--- config.mk ---
export PLATFORM = sky130hd
export DESIGN_NAME = fib_serial_ctrl_flat
export DESIGN_NICKNAME = d
export VERILOG_FILES = /design/src/rtl/fib_serial_ctrl_if.sv /design/src/rtl/fib_serial_ctrl.sv /design/src/flat_wrapper.sv
export SDC_FILE = /design/constraint.sdc
export NUM_CORES = 1
export LEC_CHECK = 0
export ABC_CLOCK_PERIOD_IN_PS = 3650
export BUFFER_PORTS_ARGS = -buffer_cell sky130_fd_sc_hd__buf_2
export CAP_MARGIN = 20
export CORE_ASPECT_RATIO = 0.75
export CORE_UTILIZATION = 55
export CTS_CLUSTER_SIZE = 16
export DETAILED_ROUTE_END_ITERATION = 7
export GPL_ROUTABILITY_DRIVEN = 0
export PLACE_DENSITY = 0.79
export SETUP_SLACK_MARGIN = 0.2
export SYNTH_ARGS = -nofsm -noshare
export SYNTH_HDL_FRONTEND = slang
export SYNTH_SLANG_ARGS = --single-unit
--- constraint.sdc ---
create_clock -name clk -period 3.65 [get_ports clk]
set_clock_uncertainty 0.1 [all_clocks]
set_input_delay 0.365 -clock clk [delete_from_list [all_inputs] [get_ports clk]]
set_output_delay 0.365 -clock clk [all_outputs]
set_load 0.02 [all_outputs]
--- src/rtl/fib_serial_ctrl_if.sv ---
// Host-side handshake bundle for the bit-serial Fibonacci sequencer.
// The host drives start/n/ack; the sequencer drives status and result.
interface fib_serial_ctrl_if #(
    parameter int WIDTH = 16,
    parameter int NW    = 6
);
    logic             start;
    logic [NW-1:0]    n;
    logic             ready;
    logic             busy;
    logic             done;
    logic             ack;
    logic [WIDTH-1:0] result;
    logic             overflow;
    logic [NW-1:0]    step_count;

    modport master (
        output start, n, ack,
        input  ready, busy, done, result, overflow, step_count
    );

    modport slave (
        input  start, n, ack,
        output ready, busy, done, result, overflow, step_count
    );
endinterface

--- src/rtl/fib_serial_ctrl.sv ---
// Fibonacci sequencer: a=F(k), b=F(k+1) advanced by a bit-serial
// ripple add (LSB first, carry in a flop), wrapped in start/done handshakes.
module fib_serial_ctrl #(
    parameter int WIDTH = 16,
    parameter int NW    = 6,
    parameter int BW    = 4
) (
    input logic clk,
    input logic reset,
    fib_serial_ctrl_if.slave bus
);
    typedef enum logic [1:0] {
        IDLE   = 2'd0,
        ADD    = 2'd1,
        COMMIT = 2'd2,
        DONE   = 2'd3
    } state_t;

    state_t           state_q;
    state_t           state_d;
    logic [WIDTH-1:0] a;
    logic [WIDTH-1:0] b;
    logic [WIDTH-1:0] sum;
    logic             carry;
    logic [NW-1:0]    k;
    logic [NW-1:0]    n_reg;
    logic [BW-1:0]    bitcnt;
    logic             ovf;

    logic          abit;
    logic          bbit;
    logic          s;
    logic          cout;
    logic          last_bit;
    logic [NW-1:0] k_next;

    assign abit     = a[bitcnt];
    assign bbit     = b[bitcnt];
    assign s        = abit ^ bbit ^ carry;
    assign cout     = (abit & bbit) | (abit & carry) | (bbit & carry);
    assign last_bit = (bitcnt == BW'(WIDTH - 1));
    assign k_next   = k + NW'(1);

    always_comb begin
        state_d = state_q;
        unique case (state_q)
            IDLE: begin
                if (bus.start) begin
                    state_d = (bus.n == '0) ? DONE : ADD;
                end
            end
            ADD: begin
                if (last_bit) begin
                    state_d = COMMIT;
                end
            end
            COMMIT: begin
                state_d = (k_next == n_reg) ? DONE : ADD;
            end
            DONE: begin
                if (bus.ack) begin
                    state_d = IDLE;
                end
            end
            default: state_d = IDLE;
        endcase
    end

    always_ff @(posedge clk) begin
        if (reset) begin
            state_q <= IDLE;
        end else begin
            state_q <= state_d;
        end
    end

    always_ff @(posedge clk) begin
        if (reset) begin
            a      <= '0;
            b      <= '0;
            sum    <= '0;
            carry  <= 1'b0;
            k      <= '0;
            n_reg  <= '0;
            bitcnt <= '0;
            ovf    <= 1'b0;
        end else begin
            unique case (state_q)
                IDLE: begin
                    if (bus.start) begin
                        n_reg  <= bus.n;
                        a      <= '0;
                        b      <= WIDTH'(1);
                        k      <= '0;
                        carry  <= 1'b0;
                        bitcnt <= '0;
                        ovf    <= 1'b0;
                    end
                end
                ADD: begin
                    sum[bitcnt] <= s;
                    carry       <= cout;
                    bitcnt      <= bitcnt + BW'(1);
                    // F(k+2) wrapping only matters if it will become F(n)
                    if (last_bit && cout && (k_next < n_reg)) begin
                        ovf <= 1'b1;
                    end
                end
                COMMIT: begin
                    a      <= b;
                    b      <= sum;
                    k      <= k_next;
                    carry  <= 1'b0;
                    bitcnt <= '0;
                end
                default: ;
            endcase
        end
    end

    assign bus.ready      = (state_q == IDLE);
    assign bus.busy       = (state_q == ADD) || (state_q == COMMIT);
    assign bus.done       = (state_q == DONE);
    assign bus.result     = a;
    assign bus.overflow   = ovf;
    assign bus.step_count = k;
endmodule

--- src/flat_wrapper.sv ---
// flat-port wrapper written by rule: the top's interface ports become plain ports
module fib_serial_ctrl_flat 
#(
    parameter int WIDTH = 16,
    parameter int NW    = 6,
    parameter int BW    = 4
)
  (clk, reset, bus_start, bus_n, bus_ack, bus_ready, bus_busy, bus_done, bus_result, bus_overflow, bus_step_count);
  fib_serial_ctrl_if #(.WIDTH(WIDTH), .NW(NW)) bus_i ();
  input logic clk;
  input logic reset;
  input wire logic [$bits(bus_i.start)-1:0] bus_start;
  input wire logic [$bits(bus_i.n)-1:0] bus_n;
  input wire logic [$bits(bus_i.ack)-1:0] bus_ack;
  output wire logic [$bits(bus_i.ready)-1:0] bus_ready;
  output wire logic [$bits(bus_i.busy)-1:0] bus_busy;
  output wire logic [$bits(bus_i.done)-1:0] bus_done;
  output wire logic [$bits(bus_i.result)-1:0] bus_result;
  output wire logic [$bits(bus_i.overflow)-1:0] bus_overflow;
  output wire logic [$bits(bus_i.step_count)-1:0] bus_step_count;
  assign bus_i.start = bus_start;
  assign bus_i.n = bus_n;
  assign bus_i.ack = bus_ack;
  assign bus_ready = bus_i.ready;
  assign bus_busy = bus_i.busy;
  assign bus_done = bus_i.done;
  assign bus_result = bus_i.result;
  assign bus_overflow = bus_i.overflow;
  assign bus_step_count = bus_i.step_count;
  fib_serial_ctrl #(.WIDTH(WIDTH), .NW(NW), .BW(BW)) u_core (.clk(clk), .reset(reset), .bus(bus_i));
endmodule
; Word level (Yosys, flattened, before mapping)
; Index checks and enable logic that the tools add are counted.
; W data, S select, Z words.
[word_totals]
ff_bits = 68
in_bits = 10
[op_classes]
n_addsub = 2
n_lt_le_gt_ge = 3
n_eq_ne = 9
mux = 25
bitwise = 7
n_reduce_logical = 14
[op_table]
columns = op, n
row1 = $pmux W16 S2, 2
row2 = $mux W16, 2
row3 = $bwmux W16, 1
row4 = $pmux W4 S3, 1
row5 = $pmux W6 S2, 1
row6 = $mux W2, 5
row7 = $bmux W1 S4, 2
row8 = $pmux W2 S4, 1
row9 = $add A6 B1 Y6 const B, 1
row10 = $eq A6 B6 Y1, 1
row11 = $logic_not A6 Y1, 1
row12 = $lt A6 B6 Y1, 1
row13 = $mux W6, 1
row14 = $reduce_and A2 Y1, 3
row15 = $reduce_and A3 Y1, 2
row16 = $lt A4 B5 Y1 const B, 1
row17 = $mux W1, 5
row18 = $add A4 B1 Y4 const B, 1
row19 = $demux W1 S4, 1
row20 = $eq A2 B2 Y1 const B, 2
row21 = $eq A4 B4 Y1 const B, 1
row22 = $ge A4 B1 Y1 const B, 1
row23 = $mux W4, 1
row24 = $ne A2 B1 Y1 const B, 2
row25 = other kinds (12), 20

; Longest topological paths before layout
[logic_depth]
word_depth = 9
ltp_mapped = 9
depth_no_buf = 8

; Worst setup path before layout
; OpenSTA, ideal clock, no wires.
[synth_timing]
path_type = reg-to-reg
startpoint = register u_core.bitcnt[0]
endpoint = register u_core.sum[10]
setup_ps = 65
arrival_time_ps = 2413
required_time_ps = 3485
setup_slack_ps = 1072
stages_incl_launch_ff = 9
synth_period_minus_slack_ps = 2578
path_cell_list = dfxtp_1 > buf_6 > mux4_1 > a22oi_1 > nand2_1 > fa_1 > clkbuf_1 > mux2i_1 > nor2_1
[synth_via]
elab_chain_len = 5
[synth_lines]
columns = element, line
row1 = from (decl), fib_serial_ctrl.sv:27  ; logic [BW-1:0] bitcnt;
row2 = from (signal assigned), fib_serial_ctrl.sv:103  ; bitcnt <= bitcnt + BW'(1);
row3 = $bmux W1 S4 (on tied branches), "fib_serial_ctrl.sv:37, fib_serial_ctrl.sv:38"
row4 = $mux W1 (on tied branches), "fib_serial_ctrl.sv:37, fib_serial_ctrl.sv:38"
row5 = $xor A1 B1 Y1 * (2 in a row), fib_serial_ctrl.sv:39  ; assign s = abit ^ bbit ^ carry;
row6 = named net u_core.s, fib_serial_ctrl.sv:32  ; logic s;
row7 = $bwmux W16 *, fib_serial_ctrl.sv:101  ; sum[bitcnt] <= s;
row8 = "to (signal, indexed assignment)", fib_serial_ctrl.sv:101
row9 = to (decl), fib_serial_ctrl.sv:23  ; logic [WIDTH-1:0] sum;
; The timed path passes the listed nets; every way through them passes the cells marked *. The select of a mux whose other input is x is not followed.
; A chain may end at the register's enable or synchronous reset.

; Worst setup path in the final report
[layout_timing]
startpoint = register u_core.bitcnt[0]
endpoint = register u_core.sum[3]
; The elaborated chain is that of the path after synthesis.

==> flow_summary.yaml <==
run_status:
  status: "completed"
pwr:
  power_density_mw_per_mm2: 623
  irDropWorstVdd_mv: 0.342
  report.power.total_mw: 2.27
  leakagePower_nw: 1.57
synth:
  ys_seq_elements: 68
  avgSynthCellArea_sq_um: 9.34
  ys_types: 39
  synth_edf_count: 0
  synth-async-reset-ratio: 0
  syn-num-nets: 371
  synthFlopType: "dfxtp_1"
  ys_warn_count: 0
  syn_inst: 345
  syn_area_sq_mm: 0.00322
  yosysSeqAreaShare: 0.423
worst_setup_path:
  r2r_start: "u_core.bitcnt[0]"
  end_kind: "flop"
  worst_ep_arrival_time_ns: 3.32
  cp-start-kind: "flop"
  r2r-end: "u_core.sum[3]"
  critPathMaxFanout: 16
  worstPathRequired_ns: 3.82
  r2r_setup_slack_ns: 0.50
  path_class: "reg2reg"
  ff2ff_path_depth: 6
floorplanning:
  dieWidth_um: 90.4
  die_h_um: 68.3
  start_util: 0.586
  coreArea_sq_mm: 0.00550
  boundaryPins: 36
  die_area_sq_mm: 0.00617
  rows: 23
job:
  drv_cap: 0
cts:
  cts_root_buf: "clkbuf_8"
  cts_resized: 0
  htree_levels: 3
  ctsHoldBuffers: 0
  cts_buffers: 9
  cts_setup_buffers: 0
  cts_sinks: 68
  clkTransAtPathRegs_ns: 0.07
  cts_tree: "done"
  clockBufferDepth: 2
  clk_latency_ns: 0.35
route:
  drc: 0
  drtIter0Drc: 290
  route.antenna.remaining_nets: 0
  wirelength_mm: 7.63
  firstDrtPassIters: 5
  wl_per_cell_um: 17.0
  via_count: 2680
  vias_per_cell: 5.98
worst_hold_path:
  hp-class: "in2reg"
  min_to: "u_core.n_reg[1]"
  whs_path_depth: 3
  hold_path_startpoint: "bus_n[1]"
sta:
  rsz0062_at_grt: "no"
  clock.fmax_ghz: 0.318
  hold_viol: 0
  setup_viol: 0
  worst_hold_slack_ns: 0.183
  min_period_ns: 3.15
  fin_setup_tns_ns: 0
  relSlewSlack: 0.398
  fin_crit_sh: 0.863
  tightest_slew_ns: 0.902
  maxSlewViolCount: 0
placed_design:
  placedCellCount: 433
  io_buffer_count: 35
  dpl.hpwl_mm: 5.19
layout:
  fin_cells: 448
  fillers: 428
  fin_nets: 395
  drive_above_1_share: 0.153
  num_antenna_cells: 0
  syn2layout_area_growth_pct: 13.1
  fin_util: 0.663
grt:
  antenna_found_initial: 0
  grt_first_pass_wirelength_mm: 12.3
  globalRouteTotalUtil: 0.265
  first_global_vias: 2490
  grt-ovfl-total: 0
  grt_max_degree: 52
metal layers:
metal  wire length (um)  track usage  part of all wire  vias up
met5                  0            0                 0        -
li1                   -            -                 -     1277
met4                 70       0.0948            0.0092        0
met1               3550        0.350              0.46     1295
met3                640       0.0933             0.084        7
met2               3380        0.405              0.44      101
synthesized netlist by cell type, types with 4 or more instances:
| cell type | number | share of area |
|---|---|---|
| clkbuf_1 | 10 | 0.012 |
| nor2b_1 | 7 | 0.014 |
| a21oi_1 | 13 | 0.020 |
| nand3_1 | 27 | 0.042 |
| inv_1 | 13 | 0.015 |
| mux2i_1 | 18 | 0.056 |
| buf_2 | 7 | 0.011 |
| nor2_1 | 61 | 0.071 |
| o21ai_0 | 4 | 0.0062 |
| ha_1 | 15 | 0.058 |
| mux4_1 | 7 | 0.057 |
| dfxtp_1 | 68 | 0.42 |
| buf_4 | 6 | 0.014 |
| nand2_1 | 16 | 0.019 |
| a22oi_1 | 38 | 0.089 |
power breakdown:
part / internal, mW / switching, mW / total (mW)
combinational: 0.237 / 0.452 / 0.689
sequential: 0.781 / 0.0508 / 0.832
clock: 0.469 / 0.281 / 0.750
through the flow:
stage / cell area (sq um) / setup slack [ns]
finish: 3640 / 0.501
global route: 3640 / 0.323
CTS: 3640 / 0.534
detailed placement: 3410 / 0.569
global placement: 3380 / 0.664
floorplan: 3220 / 1.07
layout make-up:
type,count,area [sq um],share of cell area
Clock inverter,4,97.6,0.0268
Sequential cell,68,1360,0.373
Tap cell,75,93.8,0.0257
Multi-Input combinational cell,237,1670,0.458
Inverter,13,48.8,0.0134
Clock buffer,11,141,0.0388
Timing Repair Buffer,40,233,0.0639
logic make-up after synthesis:
family | synth area share
adder cells (fa/ha/maj) | 0.0645
flip-flops | 0.423
multiplexers | 0.120
XOR/XNOR | 0.0109
AO/OA/AOI/OAI | 0.142
buffers and inverters | 0.0633
AND/OR/NAND/NOR | 0.177
worst max-delay path, stage by stage, from the launching register on:
cell and delay, ns:
dfxtp_1 0.73, mux4_1 0.65, a22oi_1 0.21, nand2_1 0.10
fa_1 0.96, nand4_1 0.16, a21oi_1 0.16
cell usage in the layout (no fill, tap or decap), types with 3 or more instances in the layout:
| cell type | n |
|---|---|
| o21ai_0 | 4 |
| clkbuf_8 | 10 |
| mux2i_1 | 17 |
| nor2b_1 | 7 |
| buf_4 | 4 |
| nand3_1 | 27 |
| nand4_1 | 3 |
| a22oi_1 | 38 |
| buf_2 | 35 |
| a21oi_1 | 13 |
| nand2_1 | 16 |
| mux4_1 | 7 |
| ha_1 | 15 |
| bufinv_16 | 3 |
| nor2_1 | 61 |
| dfxtp_1 | 68 |
| inv_1 | 13 |
worst max path at each step:
stage | startpoint | to | slack (ns) | cells past startpoint
6_report | u_core.bitcnt[0] | u_core.sum[3] | 0.50 | 6
3_3_place_gp | u_core.bitcnt[0] | u_core.sum[3] | 0.66 | 6
4_1_cts | u_core.bitcnt[0] | u_core.sum[3] | 0.53 | 6
5_1_grt | u_core.bitcnt[0] | u_core.sum[3] | 0.32 | 6
3_5_place_dp | u_core.bitcnt[0] | u_core.sum[3] | 0.57 | 6
2_1_floorplan | u_core.bitcnt[0] | u_core.sum[10] | 1.07 | 8
No activity file was read; power rests on OpenSTA's default activity.
